File: config.mk
export PLATFORM = sky130hd
export DESIGN_NAME = jtframe_kabuki2_flat
export DESIGN_NICKNAME = d
export VERILOG_FILES = /design/src/rtl/jtframe_kabuki2_if.sv /design/src/rtl/jtframe_kabuki2.sv /design/src/flat_wrapper.sv
export SDC_FILE = /design/constraint.sdc
export NUM_CORES = 1
export LEC_CHECK = 0
export BUFFER_PORTS_ARGS = -buffer_cell sky130_fd_sc_hd__buf_2
export CORE_MARGIN = 3
export CORE_UTILIZATION = 55
export CTS_CLUSTER_DIAMETER = 50
export DETAILED_ROUTE_END_ITERATION = 16
export GPL_TIMING_DRIVEN = 1
export PLACE_DENSITY = 0.79
export SLEW_MARGIN = 20
export SYNTH_ARGS = -nofsm -noshare
export SYNTH_HDL_FRONTEND = slang
export SYNTH_SLANG_ARGS = --single-unit
File: constraint.sdc
create_clock -name clk -period 3.6 [get_ports clk]
set_clock_uncertainty 0.05 [all_clocks]
set_input_delay 0.18 -clock clk [delete_from_list [all_inputs] [get_ports clk]]
set_output_delay 0.18 -clock clk [all_outputs]
set_load 0.03 [all_outputs]
File: src/rtl/jtframe_kabuki2_if.sv
// jtframe_kabuki2_if: Z80 bus, key programming and decoded output of the Kabuki decoder
interface jtframe_kabuki2_if;
  logic        m1_n;
  logic        rd_n;
  logic        mreq_n;
  logic [15:0] addr;
  logic [7:0]  din;
  logic        en;
  logic [1:0]  key_sel;
  logic [7:0]  prog_data;
  logic        prog_we;
  logic        key_clr;
  logic        key_ok;
  logic [7:0]  dout;
  logic        dout_ok;
  modport master(
    output m1_n, rd_n, mreq_n, addr, din, en, key_sel, prog_data, prog_we, key_clr,
    input  key_ok, dout, dout_ok
  );
  modport slave(
    input  m1_n, rd_n, mreq_n, addr, din, en, key_sel, prog_data, prog_we, key_clr,
    output key_ok, dout, dout_ok
  );
endinterface

File: src/rtl/jtframe_kabuki2.sv
// jtframe_kabuki2: Kabuki Z80 opcode/data decryption with serially loaded key sets
module jtframe_kabuki2 #(
  parameter int          KEYS     = 1,
  parameter int          PIPE     = 0,
  parameter logic [15:0] DATA_XOR = 16'h1fc0
) (
  input logic             clk,
  input logic             rst,
  jtframe_kabuki2_if.slave bus
);
  typedef enum logic [1:0] {EMPTY, LOAD, READY} st_t;
  st_t         st, st_nx;
  logic [3:0]  byte_cnt, byte_nx;
  logic [1:0]  set_cnt, set_nx;
  logic        load, last_set, key_ok_r, en_q, active;
  logic [1:0]  sel_q;
  logic [15:0] addr_hit, addr_key;
  logic [87:0] keys [4];
  logic [31:0] s1, s2;
  logic [7:0]  xk, lo, hi, d1, d2, d3, dec;

  function automatic logic [7:0] swap_a(input logic [7:0] d, input logic [15:0] k, input logic [7:0] h);
    logic [7:0] r;
    r = d;
    for (int p = 0; p < 4; p++) if (h[k[4*p+:3]]) r[2*p+:2] = {d[2*p], d[2*p+1]};
    return r;
  endfunction

  function automatic logic [7:0] swap_b(input logic [7:0] d, input logic [15:0] k, input logic [7:0] h);
    logic [7:0] r;
    r = d;
    for (int p = 0; p < 4; p++) if (h[k[4*(3-p)+:3]]) r[2*p+:2] = {d[2*p], d[2*p+1]};
    return r;
  endfunction

  function automatic logic [7:0] rol(input logic [7:0] d);
    return {d[6:0], d[7]};
  endfunction

  assign last_set = 32'(set_cnt) == KEYS - 1;

  always_comb begin
    st_nx   = st;
    byte_nx = byte_cnt;
    set_nx  = set_cnt;
    load    = 1'b0;
    if (bus.key_clr) begin
      st_nx   = EMPTY;
      byte_nx = '0;
      set_nx  = '0;
    end else if (bus.prog_we && st != READY) begin
      load    = 1'b1;
      byte_nx = byte_cnt == 4'd10 ? 4'd0 : byte_cnt + 4'd1;
      set_nx  = byte_cnt != 4'd10 ? set_cnt : last_set ? 2'd0 : set_cnt + 2'd1;
      st_nx   = byte_cnt == 4'd10 && last_set ? READY : LOAD;
    end
  end

  assign addr_key = keys[bus.key_sel][23:8];

  always_ff @(posedge clk) begin
    if (rst) begin
      st       <= EMPTY;
      byte_cnt <= '0;
      set_cnt  <= '0;
      key_ok_r <= 1'b0;
      en_q     <= 1'b0;
      sel_q    <= '0;
      addr_hit <= '0;
    end else begin
      st       <= st_nx;
      byte_cnt <= byte_nx;
      set_cnt  <= set_nx;
      key_ok_r <= st_nx == READY;
      en_q     <= bus.en;
      sel_q    <= bus.key_sel;
      addr_hit <= bus.m1_n ? (bus.addr ^ DATA_XOR) + addr_key + 16'd1 : bus.addr + addr_key;
    end
  end

  // key storage survives reset; key_ok gates its use
  always_ff @(posedge clk) if (!rst && load) keys[set_cnt] <= {keys[set_cnt][79:0], bus.prog_data};

  assign s1     = keys[sel_q][87:56];
  assign s2     = keys[sel_q][55:24];
  assign xk     = keys[sel_q][7:0];
  assign lo     = addr_hit[7:0];
  assign hi     = addr_hit[15:8];
  assign active = !bus.mreq_n && !bus.rd_n && en_q && key_ok_r && 32'(sel_q) < KEYS;
  assign d1     = rol(swap_a(bus.din, s1[15:0], lo));
  assign d2     = rol(swap_b(d1, s1[31:16], lo) ^ xk);
  assign d3     = rol(swap_b(d2, s2[15:0], hi));
  assign dec    = active ? swap_a(d3, s2[31:16], hi) : bus.din;
  assign bus.key_ok = key_ok_r;

  if (PIPE != 0) begin : g_pipe
    logic [7:0] dout_r;
    logic       ok_r;
    always_ff @(posedge clk) begin
      dout_r <= rst ? 8'd0 : dec;
      ok_r   <= rst ? 1'b0 : active;
    end
    assign bus.dout    = dout_r;
    assign bus.dout_ok = ok_r;
  end else begin : g_comb
    assign bus.dout    = dec;
    assign bus.dout_ok = active;
  end
endmodule

File: src/flat_wrapper.sv
// flat-port wrapper written by rule: the top's interface ports become plain ports
module jtframe_kabuki2_flat 
#(
  parameter int          KEYS     = 1,
  parameter int          PIPE     = 0,
  parameter logic [15:0] DATA_XOR = 16'h1fc0
)
  (clk, rst, bus_m1_n, bus_rd_n, bus_mreq_n, bus_addr, bus_din, bus_en, bus_key_sel, bus_prog_data, bus_prog_we, bus_key_clr, bus_key_ok, bus_dout, bus_dout_ok);
  jtframe_kabuki2_if bus_i ();
  input logic clk;
  input logic rst;
  input wire logic [$bits(bus_i.m1_n)-1:0] bus_m1_n;
  input wire logic [$bits(bus_i.rd_n)-1:0] bus_rd_n;
  input wire logic [$bits(bus_i.mreq_n)-1:0] bus_mreq_n;
  input wire logic [$bits(bus_i.addr)-1:0] bus_addr;
  input wire logic [$bits(bus_i.din)-1:0] bus_din;
  input wire logic [$bits(bus_i.en)-1:0] bus_en;
  input wire logic [$bits(bus_i.key_sel)-1:0] bus_key_sel;
  input wire logic [$bits(bus_i.prog_data)-1:0] bus_prog_data;
  input wire logic [$bits(bus_i.prog_we)-1:0] bus_prog_we;
  input wire logic [$bits(bus_i.key_clr)-1:0] bus_key_clr;
  output wire logic [$bits(bus_i.key_ok)-1:0] bus_key_ok;
  output wire logic [$bits(bus_i.dout)-1:0] bus_dout;
  output wire logic [$bits(bus_i.dout_ok)-1:0] bus_dout_ok;
  assign bus_i.m1_n = bus_m1_n;
  assign bus_i.rd_n = bus_rd_n;
  assign bus_i.mreq_n = bus_mreq_n;
  assign bus_i.addr = bus_addr;
  assign bus_i.din = bus_din;
  assign bus_i.en = bus_en;
  assign bus_i.key_sel = bus_key_sel;
  assign bus_i.prog_data = bus_prog_data;
  assign bus_i.prog_we = bus_prog_we;
  assign bus_i.key_clr = bus_key_clr;
  assign bus_key_ok = bus_i.key_ok;
  assign bus_dout = bus_i.dout;
  assign bus_dout_ok = bus_i.dout_ok;
  jtframe_kabuki2 #(.KEYS(KEYS), .PIPE(PIPE), .DATA_XOR(DATA_XOR)) u_core (.clk(clk), .rst(rst), .bus(bus_i));
endmodule
==> impl_metrics.csv, run 1 <==
group,metric,value,unit
final_layout,layout_fillers,1934,
final_layout,diodes,0,
clock_network,tritoncts,"built",
placement,place_inst,1398,
floorplan,die_height,177,um
synthesis,syn-mean-instance-area,16.2,um^2
placement,dp.final_hpwl,23.6,mm
worst_setup_path,timing.critical_path.mode_cell,"sky130_fd_sc_hd__nand3_1",
drt,drt_drc_violations_left,0,
timing,tns,0,ns
pwr,report.power.total,8.47,mW
grt,groute.usage.overall,0.235,
drt,via_per_inst,6.47,
floorplan,die_w,177,um
timing,final-hold-violation-count,0,
final_layout,multi_input_comb_area,6480,um^2
drt,detail_route.first_pass.iterations,5,
final_layout,finalCoreUtilization,0.642,
timing,max_clock_freq,285,MHz
worst_hold_path,timing.hold.worst.class,"primary input to flop",
worst_setup_path,worst_path_max_delay_cell,"sky130_fd_sc_hd__dfxtp_4",
worst_setup_path,worstPathArrival,3.28,ns
timing,maxSlewViolCount,0,
synthesis,syn-instance-count,991,
final_layout,stdcell_count,1477,
worst_setup_path,ff2ff_setup_slack,0.14,ns
synthesis,postSynthRegisterBits,318,
drt,dr_total_vias,9558,
pwr,power.ir.vdd_worst,486,uV
synthesis,synth.lib_cells_used.distinct,55,
worst_hold_path,hold_path_end,"u_core.addr_hit[15]",
synthesis,fraction_of_synthesis_flops_using_an_asynchronous_set_or_reset_pin,0,
final_layout,layout.nets,1148,
synthesis,synth_enable_flop_cells,288,
worst_hold_path,timing.hold.worst_path_depth,4,
floorplan,core_region_area,28200,um^2
placement,replace_congestion,0.983,
final_layout,layout.cell_area.non_filler,18100,um^2
grt,grt_overflow_total,0,
timing,timing.slew.headroom,0.537,
synthesis,syn-cell-area,16000,um^2
synthesis,postSynthNetCount,1065,
pwr,powerDensity,467,nW/um^2
worst_setup_path,number_of_cells_on_the_worst_reg_to_reg_path,14,
timing,timing.final.crit_share,0.975,
worst_setup_path,critical_path.reg2reg.startpoint,"u_core.keys[2][8]",
floorplan,initial_utilization,0.568,
placement,pre_cts_ws,-0.0940,ns
worst_setup_path,rr_endpoint,"u_core.addr_hit[12]",
drt,avgRoutedWirePerCell,24.1,um
outcome,outcome,"complete, no violations",
grt,grt_pass1_wl,56.0,mm
worst_setup_path,critical_path.max_fanout,20,
drt,overall_routed_net_length,35.6,mm
timing,fin_crit,3.51,ns
clock_network,clkSlewWorstSetupHoldPaths,0.06,ns
placement,placement.cell_area,16800,um^2
worst_setup_path,worst-path-buf-inv,2,
worst_hold_path,worstHoldStart,"bus_addr[15]",
grt,via_count_of_the_first_global_routing_pass,9973,
clock_network,number_of_clock_buffers_inserted_by_tritoncts,35,
floorplan,floorplan.die_area,31200,um^2
synthesis,postSynth.topFlopCell,"sky130_fd_sc_hd__edfxtp_1",
clock_network,number_of_levels_in_the_clock_h_tree,2,
clock_network,tritoncts_num_sinks,318,
worst_setup_path,worstSetupStartpointType,"flop",
worst_setup_path,cp_top_family,"multiplexers",
worst_setup_path,timing.critical_path.to_type,"output pin",
worst_setup_path,critical_path.max_stage_delay,0.58,ns
final_layout,layout-area-overhead-vs-synth,13.1,%
placement,number_of_input_and_output_port_buffers_inserted,51,
floorplan,std_cell_rows,61,
clock_network,clock-root-buffer,"sky130_fd_sc_hd__clkbuf_16",
drt,route.antenna.remaining_nets,0,
grt,grt_antenna_before_repair,0,
clock_network,worstSkewPairLatency,0.51,ns
run,maxCapViolCount,0,
timing,tightest_slew,0.695,ns
synthesis,synth.yosys.warnings,0,
worst_setup_path,critical_path_required,3.37,ns
synthesis,synth.yosys.seq_area_share,0.577,
final_layout,final_layout_size_suffix_gt1_frac,0.287,
final_layout,sequential_cell_area,9260,um^2
clock_network,cts.path.max_buffers,3,
grt,largest_net_degree_at_the_start_of_global_routing,58,
drt,initialDrtViolationCount,953,
floorplan,io_count,52,
worst_setup_path,worstPathCellList,"buf_4 > mux4_2 > mux2i_1 > mux2i_1 > mux2_2 > nand3_1 > a21o_1 > nand3_1 > nand3_1 > nand3_1 > clkbuf_4",
timing,hold_ws,0.0265,ns
pwr,static-leakage-power,6.22,nW
timing,setup_viol,0,
worst_setup_path,worstSetupPathType,"flop to output pin",
timing,setup_ws,0.0904,ns
[sequential cells by signal, summed over array words and instances, names as in the netlist, named ones only]
register / flops
u_core.sel_q: 2
u_core.keys: 288
u_core.st: 2
u_core.en_q: 1
u_core.set_cnt: 2
u_core.addr_hit: 16
u_core.byte_cnt: 4
u_core.bus.key_ok: 1
[cells by family (layout without fill, tap and decap cells)]
family / after synthesis / count (layout) / share of synthesized area
fa+ha+maj: 32 / 32 / 0.0259
buf+inv: 79 / 187 / 0.0222
xor+xnor: 14 / 14 / 0.00765
flops: 318 / 318 / 0.577
compound gates: 120 / 120 / 0.0489
simple gates: 195 / 195 / 0.0611
mux: 233 / 233 / 0.257
[worst reg2reg max path, cell delays in order (launching register included)]
cell and delay [ns]:
sky130_fd_sc_hd__edfxtp_1 0.40, sky130_fd_sc_hd__mux4_2 0.54, sky130_fd_sc_hd__inv_2 0.08, sky130_fd_sc_hd__ha_1 0.14, sky130_fd_sc_hd__inv_1 0.06, sky130_fd_sc_hd__fa_2 0.36
sky130_fd_sc_hd__a21o_1 0.16, sky130_fd_sc_hd__a21o_1 0.18, sky130_fd_sc_hd__a21o_1 0.19, sky130_fd_sc_hd__a31o_2 0.26, sky130_fd_sc_hd__a211oi_2 0.21, sky130_fd_sc_hd__o21bai_1 0.13
sky130_fd_sc_hd__a311oi_2 0.32, sky130_fd_sc_hd__o21ai_0 0.10, sky130_fd_sc_hd__nor3b_1 0.14
[routing by layer]
metal	track usage	routed length, um	up-vias
met4	0.0818	1190	0
met5	0	0	-
met3	0.0384	2670	68
li1	-	-	4193
met2	0.400	17900	407
met1	0.312	13900	4890
[worst max path at each step]
| stage | start | to | depth (start not counted) |
|---|---|---|---|
| floorplan | bus_key_sel[0] | u_core.addr_hit[12] | 15 |
| global placement | u_core.keys[3][8] | u_core.addr_hit[12] | 14 |
| detailed placement | u_core.keys[3][8] | u_core.addr_hit[12] | 14 |
| CTS | u_core.keys[3][8] | u_core.addr_hit[12] | 14 |
| global route | u_core.keys[3][8] | u_core.addr_hit[12] | 14 |
| finish | u_core.sel_q[1] | bus_dout[7] | 11 |
[report_power, final]
group	switching (mW)	total [mW]	leakage [nW]	internal, mW
Sequential	0.0880	4.13	2.85	4.05
Combinational	0.537	0.987	2.83	0.450
Clock	1.37	3.35	0.535	1.98
[area by class of cell]
class                      instances  area share
inverter                          34     0.00704
clock buffer                      45      0.0533
clock inverter                    17     0.00669
tap                              378      0.0261
timing repair buffer              91      0.0391
sequential                       318       0.511
multi-input combinational        594       0.357
[layout by cell type, fill, tap and decap left out, drive strengths merged, types with 5 or more instances in the layout]
cell / netlist / layout
a211oi: 5 / 5
clkbuf: 18 / 47
edfxtp: 288 / 288
a22oi: 5 / 5
dlygate4sd3: 0 / 10
nand3: 76 / 76
nor2: 40 / 40
ha: 30 / 30
inv: 33 / 36
o22ai: 5 / 5
o21a: 6 / 6
dfxtp: 30 / 30
o21ai: 26 / 26
buf: 27 / 79
a21oi: 27 / 27
nor3: 6 / 6
nand2b: 11 / 11
clkinv: 1 / 12
a21o: 17 / 17
nand2: 31 / 31
and2: 5 / 5
mux4: 140 / 140
mux2: 20 / 20
nor2b: 11 / 11
mux2i: 73 / 73
xnor2: 10 / 10
[cell usage after synthesis (3+ instances only)]
cell type / n / area, um^2
sky130_fd_sc_hd__nor2b_4: 3 / 41.3
sky130_fd_sc_hd__edfxtp_1: 288 / 8650
sky130_fd_sc_hd__mux2_4: 4 / 60.1
sky130_fd_sc_hd__o21a_1: 6 / 45.0
sky130_fd_sc_hd__o31ai_1: 3 / 22.5
sky130_fd_sc_hd__a22oi_1: 5 / 37.5
sky130_fd_sc_hd__clkbuf_1: 18 / 67.6
sky130_fd_sc_hd__buf_2: 7 / 35.0
sky130_fd_sc_hd__a21oi_1: 27 / 135
sky130_fd_sc_hd__a21o_1: 17 / 128
sky130_fd_sc_hd__and3_1: 4 / 25.0
sky130_fd_sc_hd__nor2b_1: 8 / 50.1
sky130_fd_sc_hd__o22a_1: 4 / 35.0
sky130_fd_sc_hd__a21boi_0: 3 / 22.5
sky130_fd_sc_hd__o21ai_0: 13 / 65.1
sky130_fd_sc_hd__nand3_1: 76 / 380
sky130_fd_sc_hd__o22ai_1: 5 / 31.3
sky130_fd_sc_hd__ha_1: 30 / 375
sky130_fd_sc_hd__a211oi_1: 5 / 37.5
sky130_fd_sc_hd__mux4_2: 140 / 3150
sky130_fd_sc_hd__nor2_1: 40 / 150
sky130_fd_sc_hd__mux2_2: 16 / 180
sky130_fd_sc_hd__o211ai_1: 4 / 30.0
sky130_fd_sc_hd__xor2_1: 4 / 35.0
sky130_fd_sc_hd__and2_1: 5 / 31.3
sky130_fd_sc_hd__dfxtp_1: 30 / 601
sky130_fd_sc_hd__o21ai_1: 13 / 65.1
sky130_fd_sc_hd__a22o_1: 4 / 35.0
sky130_fd_sc_hd__inv_1: 33 / 124
sky130_fd_sc_hd__mux2i_1: 73 / 731
sky130_fd_sc_hd__nand2b_1: 11 / 68.8
sky130_fd_sc_hd__nand2_1: 31 / 116
sky130_fd_sc_hd__nor3_1: 6 / 30.0
sky130_fd_sc_hd__buf_1: 13 / 48.8
sky130_fd_sc_hd__xnor2_1: 10 / 87.6
sky130_fd_sc_hd__buf_4: 3 / 22.5
sky130_fd_sc_hd__nor3b_1: 4 / 30.0
sky130_fd_sc_hd__buf_6: 3 / 33.8
sky130_fd_sc_hd__o21bai_1: 3 / 22.5
[what timing repair did]
| action | in CTS | in global routing |
|---|---|---|
| endpoints found under the hold margin | 34 | 0 |
| resized for setup | 3 | 11 |
| buffers inserted | 3 | 4 |
| hold buffers | 10 | 0 |
| pin swaps | 1 | 3 |
| endpoints found under the setup margin | 9 | 11 |
Power figures use the tool's default switching activity.
==> inputs of run 2 (changes only) <==
ABC_AREA = 1   (was default)
TNS_END_PERCENT = 100   (was default)
==> impl_metrics.csv, run 2 <==
group,metric,value,unit
worst_setup_path,critical_path_required,3.37,ns
floorplan,floorplan.die_area,32700,um^2
worst_setup_path,critical_path.max_fanout,53,
final_layout,layout.nets,1984,
clock_network,number_of_levels_in_the_clock_h_tree,2,
placement,number_of_input_and_output_port_buffers_inserted,51,
timing,max_clock_freq,300,MHz
synthesis,synth.yosys.seq_area_share,0.550,
floorplan,die_w,181,um
worst_setup_path,rr_endpoint,"u_core.addr_hit[12]",
worst_setup_path,timing.critical_path.to_type,"output pin",
timing,fin_crit,3.33,ns
clock_network,worstSkewPairLatency,0.53,ns
grt,largest_net_degree_at_the_start_of_global_routing,108,
timing,setup_viol,0,
synthesis,postSynth.topFlopCell,"sky130_fd_sc_hd__edfxtp_1",
pwr,power.ir.vdd_worst,489,uV
clock_network,clkSlewWorstSetupHoldPaths,0.06,ns
run,maxCapViolCount,0,
timing,grt_setup_unrepaired,"no",
drt,overall_routed_net_length,46.3,mm
worst_hold_path,timing.hold.worst.class,"primary input to flop",
timing,final-hold-violation-count,0,
synthesis,synth_top_cell_by_area,"sky130_fd_sc_hd__edfxtp_1",
floorplan,std_cell_rows,63,
clock_network,clock-root-buffer,"sky130_fd_sc_hd__clkbuf_16",
timing,hold_ws,0.0475,ns
timing,timing.final.crit_share,0.925,
drt,via_per_inst,6.17,
synthesis,syn-instance-count,1878,
synthesis,syn-mean-instance-area,8.95,um^2
synthesis,syn-cell-area,16800,um^2
timing,timing.slew.headroom,0.465,
drt,detail_route.first_pass.iterations,6,
final_layout,layout-area-overhead-vs-synth,12.5,%
worst_setup_path,timing.critical_path.to,"bus_dout[2]",
synthesis,postSynthRegisterBits,318,
timing,maxSlewViolCount,0,
grt,grt_antenna_before_repair,0,
worst_setup_path,worstSetupPathType,"flop to output pin",
worst_setup_path,number_of_cells_on_the_worst_reg_to_reg_path,15,
placement,place_inst,2246,
synthesis,synth.yosys.warnings,0,
outcome,outcome,"complete, no violations",
floorplan,io_count,52,
synthesis,cell_types_with_the_largest_area_share_after_synthesis,"sky130_fd_sc_hd__edfxtp_1, sky130_fd_sc_hd__nand2_1, sky130_fd_sc_hd__o21ai_0",
grt,grt_overflow_total,0,
worst_setup_path,worstPathArrival,3.10,ns
synthesis,top_cell_type_s_share_of_synthesized_area,0.515,
final_layout,final_layout_size_suffix_gt1_frac,0.0907,
timing,setup_ws,0.269,ns
placement,pre_cts_ws,0.413,ns
synthesis,synth_enable_flop_cells,288,
worst_setup_path,startpoint,"u_core.sel_q[0]",
worst_setup_path,critical_path.reg2reg.startpoint,"u_core.keys[2][11]",
drt,avgRoutedWirePerCell,19.9,um
synthesis,post_synth_and_or_nand_nor_area_fraction,0.204,
drt,dr_total_vias,14384,
floorplan,die_height,181,um
worst_setup_path,ff2ff_setup_slack,0.74,ns
final_layout,largest_reg_flops,288,
synthesis,synth_compound_area_frac,0.159,
clock_network,tritoncts,"built",
drt,initialDrtViolationCount,1727,
final_layout,layout_commonest_cell,"sky130_fd_sc_hd__nand2_1",
synthesis,synth.lib_cells_used.distinct,45,
final_layout,largestRegisters,"u_core.keys x288, u_core.addr_hit x16, u_core.byte_cnt x4",
grt,groute.usage.overall,0.276,
timing,tightest_slew,0.802,ns
pwr,powerDensity,481,nW/um^2
synthesis,fraction_of_synthesis_flops_using_an_asynchronous_set_or_reset_pin,0,
pwr,report.power.total,9.10,mW
placement,replace_congestion,0.909,
synthesis,yosys.area_share.adder,0.0247,
final_layout,stdcell_count,2330,
final_layout,diodes,0,
grt,grt_pass1_wl,73.0,mm
floorplan,initial_utilization,0.563,
clock_network,tritoncts_num_sinks,318,
drt,route.antenna.remaining_nets,0,
floorplan,core_region_area,29900,um^2
worst_setup_path,worstSetupStartpointType,"flop",
synthesis,postSynthNetCount,1952,
synthesis,synth-xor-area-share,0.00625,
final_layout,regMostFlops,"u_core.keys",
drt,drt_drc_violations_left,0,
pwr,static-leakage-power,7.29,nW
synthesis,synthMuxAreaShare,0,
final_layout,mostFrequentLayoutCells,"sky130_fd_sc_hd__nand2_1, sky130_fd_sc_hd__edfxtp_1, sky130_fd_sc_hd__o21ai_0",
synthesis,post_synth_most_frequent_cells,"sky130_fd_sc_hd__nand2_1, sky130_fd_sc_hd__edfxtp_1, sky130_fd_sc_hd__o21ai_0, sky130_fd_sc_hd__nor2_1, sky130_fd_sc_hd__nand3_1",
clock_network,number_of_clock_buffers_inserted_by_tritoncts,39,
synthesis,synth_top_family_by_area,"simple AND/OR/NAND/NOR gates",
synthesis,post-synth-top-count-cell,"sky130_fd_sc_hd__nand2_1",
placement,dp.final_hpwl,29.8,mm
clock_network,cts.path.max_buffers,3,
grt,via_count_of_the_first_global_routing_pass,14079,
-- run 2: cell count changes after synthesis, moves of 73 or more --
cell,change
sky130_fd_sc_hd__mux2i_1,-73
sky130_fd_sc_hd__mux4_2,-140
sky130_fd_sc_hd__nand3_1,+116
sky130_fd_sc_hd__o21ai_0,+212
sky130_fd_sc_hd__inv_1,+82
sky130_fd_sc_hd__nor2_1,+179
sky130_fd_sc_hd__nand2_1,+348
-- run 2: power by group --
group / internal [mW] / switching, mW
registers: 4.05 / 0.0827
logic: 0.380 / 0.760
clock network: 2.26 / 1.56
total: 6.69 / 2.41
-- run 2: worst min path at each step --
| stage | startpoint | to | slack (ns) | cells after the start |
|---|---|---|---|---|
| global placement | bus_key_clr | u_core.st[0] | 0.33 | 2 |
| CTS | bus_m1_n | u_core.addr_hit[15] | 0.03 | 3 |
| finish | bus_m1_n | u_core.addr_hit[15] | 0.05 | 3 |
| floorplan | bus_key_clr | u_core.st[0] | 0.21 | 1 |
| detailed placement | bus_prog_data[0] | u_core.keys[2][0] | 0.35 | 1 |
| global route | bus_m1_n | u_core.addr_hit[15] | 0.06 | 3 |
-- run 2: area by class of cell --
class	instances	area, um^2
Clock buffer	47	1050
Clock inverter	24	228
Fill cell	2398	11000
Inverter	125	478
Multi-Input combinational cell	1335	6660
Sequential cell	318	9260
Tap cell	390	488
Timing Repair Buffer	91	759
-- run 2: kinds of logic (layout without fill, tap and decap cells) --
logic type | count (synthesis) | count (layout)
buffers and inverters | 225 | 287
DFF | 318 | 318
and+or+nand+nor | 826 | 826
AOI/OAI and AO/OA | 465 | 465
xor gates and xnor gates | 12 | 12
adders and majority gates | 32 | 32
-- run 2: per-layer routing --
metal  vias up  GRT usage  wire, um  share of wire
li1       6687          -         -              -
met1      6770      0.357     17700           0.38
met2       798      0.463     22600           0.49
met3       129     0.0427      4150          0.090
met4         0      0.123      1830          0.040
met5         -          0         0              0
-- run 2: worst max-delay path, cell delays in order, from the launching register on --
cell and delay (ns):
sky130_fd_sc_hd__dfxtp_4 0.42, sky130_fd_sc_hd__buf_16 0.28, sky130_fd_sc_hd__nand2_1 0.08, sky130_fd_sc_hd__nand3_1 0.18, sky130_fd_sc_hd__nand2_1 0.15, sky130_fd_sc_hd__nand2_1 0.09, sky130_fd_sc_hd__nand2_1 0.06, sky130_fd_sc_hd__nand2_1 0.06
sky130_fd_sc_hd__nand2_1 0.08, sky130_fd_sc_hd__o21ai_1 0.27, sky130_fd_sc_hd__nand3_1 0.14, sky130_fd_sc_hd__nand2_1 0.08, sky130_fd_sc_hd__nand2_1 0.06, sky130_fd_sc_hd__nand3_1 0.13, sky130_fd_sc_hd__nand3_1 0.08, sky130_fd_sc_hd__nand3_1 0.14
sky130_fd_sc_hd__nand2_1 0.07, sky130_fd_sc_hd__buf_2 0.18
-- run 2: per-stage QoR --
stage	area, um^2	TNS [ns]	utilization
finish	18900	0	0.633
global route	18900	0	0.633
CTS	18800	0	0.631
detailed placement	17400	0	0.584
global placement	17400	0	0.584
floorplan	16800	-187.13	-
-- run 2: repair_timing --
item                                    in CTS  in global routing
setup buffers                                0                  0
endpoints found under the setup margin       0                  8
hold buffers                                12                  0
endpoints found under the hold margin       45                  0
resized for setup                            0                 11
==> inputs of run 3 (changes only) <==
MAX_ROUTING_LAYER = met4   (was default)
==> impl_metrics.csv, run 3 (synthesis gave the netlist of run 2 again) <==
group,metric,value,unit
clock_network,tritoncts,"built",
floorplan,die_height,181,um
timing,maxSlewViolCount,0,
worst_setup_path,worst-path-buf-inv,3,
timing,tns,0,ns
floorplan,initial_utilization,0.563,
grt,grt_pass1_wl,72.6,mm
placement,number_of_input_and_output_port_buffers_inserted,51,
clock_network,clock-root-buffer,"sky130_fd_sc_hd__clkbuf_16",
placement,pre_cts_ws,0.368,ns
timing,timing.slew.headroom,0.485,
final_layout,largestRegisters,"u_core.keys x288, u_core.addr_hit x16, u_core.byte_cnt x4",
grt,via_count_of_the_first_global_routing_pass,13791,
worst_setup_path,worst_path_max_delay_cell,"sky130_fd_sc_hd__dfxtp_4",
floorplan,floorplan.die_area,32700,um^2
drt,drt_drc_violations_left,0,
worst_setup_path,ff2ff_setup_slack,0.71,ns
worst_hold_path,timing.hold.worst.class,"primary input to flop",
final_layout,layout_fillers,2384,
clock_network,worstSkewPairLatency,0.52,ns
drt,dr_total_vias,14344,
worst_setup_path,cp_top_family,"simple AND/OR/NAND/NOR gates",
final_layout,layout_commonest_cell,"sky130_fd_sc_hd__nand2_1",
worst_setup_path,worstSetupPathType,"flop to output pin",
grt,grt_overflow_total,0,
timing,fin_crit,3.34,ns
drt,initialDrtViolationCount,1718,
clock_network,clkSlewWorstSetupHoldPaths,0.06,ns
timing,setup_viol,0,
final_layout,final_layout_size_suffix_gt1_frac,0.0921,
grt,groute.usage.overall,0.284,
worst_setup_path,critical_path.max_stage_delay,0.42,ns
worst_setup_path,critical_path.max_fanout,19,
clock_network,cts.path.max_buffers,3,
final_layout,mostFrequentLayoutCells,"sky130_fd_sc_hd__nand2_1, sky130_fd_sc_hd__edfxtp_1, sky130_fd_sc_hd__o21ai_0",
worst_setup_path,critical_path_required,3.37,ns
timing,max_clock_freq,299,MHz
clock_network,number_of_clock_buffers_inserted_by_tritoncts,39,
final_layout,diodes,0,
final_layout,layout.nets,1990,
pwr,static-leakage-power,7.31,nW
floorplan,die_w,181,um
outcome,outcome,"complete, no violations",
worst_setup_path,worstPathArrival,3.11,ns
run,maxCapViolCount,0,
timing,grt_setup_unrepaired,"no",
placement,replace_congestion,0.959,
timing,setup_ws,0.256,ns
drt,via_per_inst,6.15,
timing,final-hold-violation-count,0,
pwr,powerDensity,482,nW/um^2
final_layout,largest_reg_flops,288,
grt,grt_antenna_before_repair,0,
floorplan,core_region_area,29900,um^2
drt,overall_routed_net_length,46.1,mm
timing,tightest_slew,0.773,ns
pwr,power.ir.vdd_worst,428,uV
final_layout,regMostFlops,"u_core.keys",
grt,largest_net_degree_at_the_start_of_global_routing,122,
placement,dp.final_hpwl,29.5,mm
worst_setup_path,worstPathCellList,"buf_4 > buf_4 > o21ai_0 > o22ai_1 > nand3_1 > nand2_1 > nand2_1 > nand3_1 > nand2_1 > nand2_1 > nand3_1 > nand3_1 > nand3_1 > nand2_1 > buf_2",
drt,avgRoutedWirePerCell,19.7,um
drt,route.antenna.remaining_nets,0,
clock_network,tritoncts_num_sinks,318,
floorplan,io_count,52,
clock_network,number_of_levels_in_the_clock_h_tree,2,
final_layout,finalCoreUtilization,0.634,
drt,detail_route.first_pass.iterations,6,
worst_setup_path,worstSetupStartpointType,"flop",
floorplan,std_cell_rows,63,
worst_setup_path,timing.critical_path.to_type,"output pin",
final_layout,layout-area-overhead-vs-synth,12.7,%
timing,timing.final.crit_share,0.929,
[run 3: changes by cell type in the layout (fill, tap and decap cells not counted), sizes merged, moves of 2 or more]
cell / before / now
clkinv: 15 / 13
buf: 78 / 83
bufinv: 2 / 5
inv: 129 / 126
[run 3: worst register-to-register path, cell delays in order, from the launching register on]
cell                       delay [ns]
sky130_fd_sc_hd__edfxtp_1        0.39
sky130_fd_sc_hd__a21oi_1         0.17
sky130_fd_sc_hd__a32oi_1         0.10
sky130_fd_sc_hd__inv_1           0.11
sky130_fd_sc_hd__ha_1            0.15
sky130_fd_sc_hd__inv_1           0.05
sky130_fd_sc_hd__fa_1            0.40
sky130_fd_sc_hd__nand3_1         0.10
sky130_fd_sc_hd__nand2_1         0.07
sky130_fd_sc_hd__a21oi_1         0.30
sky130_fd_sc_hd__o21ai_0         0.19
sky130_fd_sc_hd__a31oi_1         0.21
sky130_fd_sc_hd__o21ai_0         0.11
sky130_fd_sc_hd__nand2_1         0.08
sky130_fd_sc_hd__o21ai_0         0.11
sky130_fd_sc_hd__nor2_1          0.12
sky130_fd_sc_hd__nor2_1          0.05
[run 3: repair_timing]
action / CTS / global route
setup endpoints to repair: 0 / 8
buffers inserted: 0 / 2
gates resized for setup: 0 / 4
hold endpoints to repair: 40 / 0
hold buffers: 13 / 0
[run 3: metrics by stage]
stage | total power, mW | instance area [um^2] | hold WS, ns | std cells
after global placement | 5.27 | 17500 | 0.328 | 2250
after floorplan | 4.98 | 16800 | 0.209 | 1878
after CTS | 9.15 | 18900 | 0.0459 | 2332
final | 9.13 | 18900 | 0.0571 | 2334
after detailed placement | 5.30 | 17500 | 0.340 | 2250
after global routing | 9.49 | 18900 | 0.0596 | 2334
[run 3: layout make-up]
cell class | instances | area [um^2] | share of cell area
clock buffers | 46 | 1000 | 0.0529
inverters | 125 | 472 | 0.0249
clock inverters | 23 | 274 | 0.0145
multi-input cells | 1335 | 6660 | 0.351
well taps | 390 | 488 | 0.0258
repair buffers | 97 | 793 | 0.0419
flip-flops and latches | 318 | 9260 | 0.489
[run 3: final timing paths]
| path | start | endpoint | cells after the start |
|---|---|---|---|
| setup reg to reg | u_core.keys[3][8] | u_core.addr_hit[12] | 16 |
| setup / recovery | u_core.sel_q[0] | bus_dout[7] | 15 |
| hold / removal | bus_m1_n | u_core.addr_hit[14] | 3 |
| hold reg to reg | u_core.byte_cnt[2] | u_core.byte_cnt[2] | 2 |
[run 3: per-layer routing]
metal / part of all wire / global-route usage
met5: 0 / -
met4: 0.040 / 0.115
met2: 0.49 / 0.464
met1: 0.39 / 0.362
met3: 0.083 / 0.0346
[run 3: where the power goes]
| group | internal (mW) | leakage, nW | switching, mW | total (mW) |
|---|---|---|---|---|
| Combinational | 0.382 | 3.85 | 0.753 | 1.13 |
| Sequential | 4.05 | 2.85 | 0.0809 | 4.13 |
| Clock | 2.37 | 0.606 | 1.50 | 3.87 |
| Total | 6.80 | 7.31 | 2.34 | 9.13 |
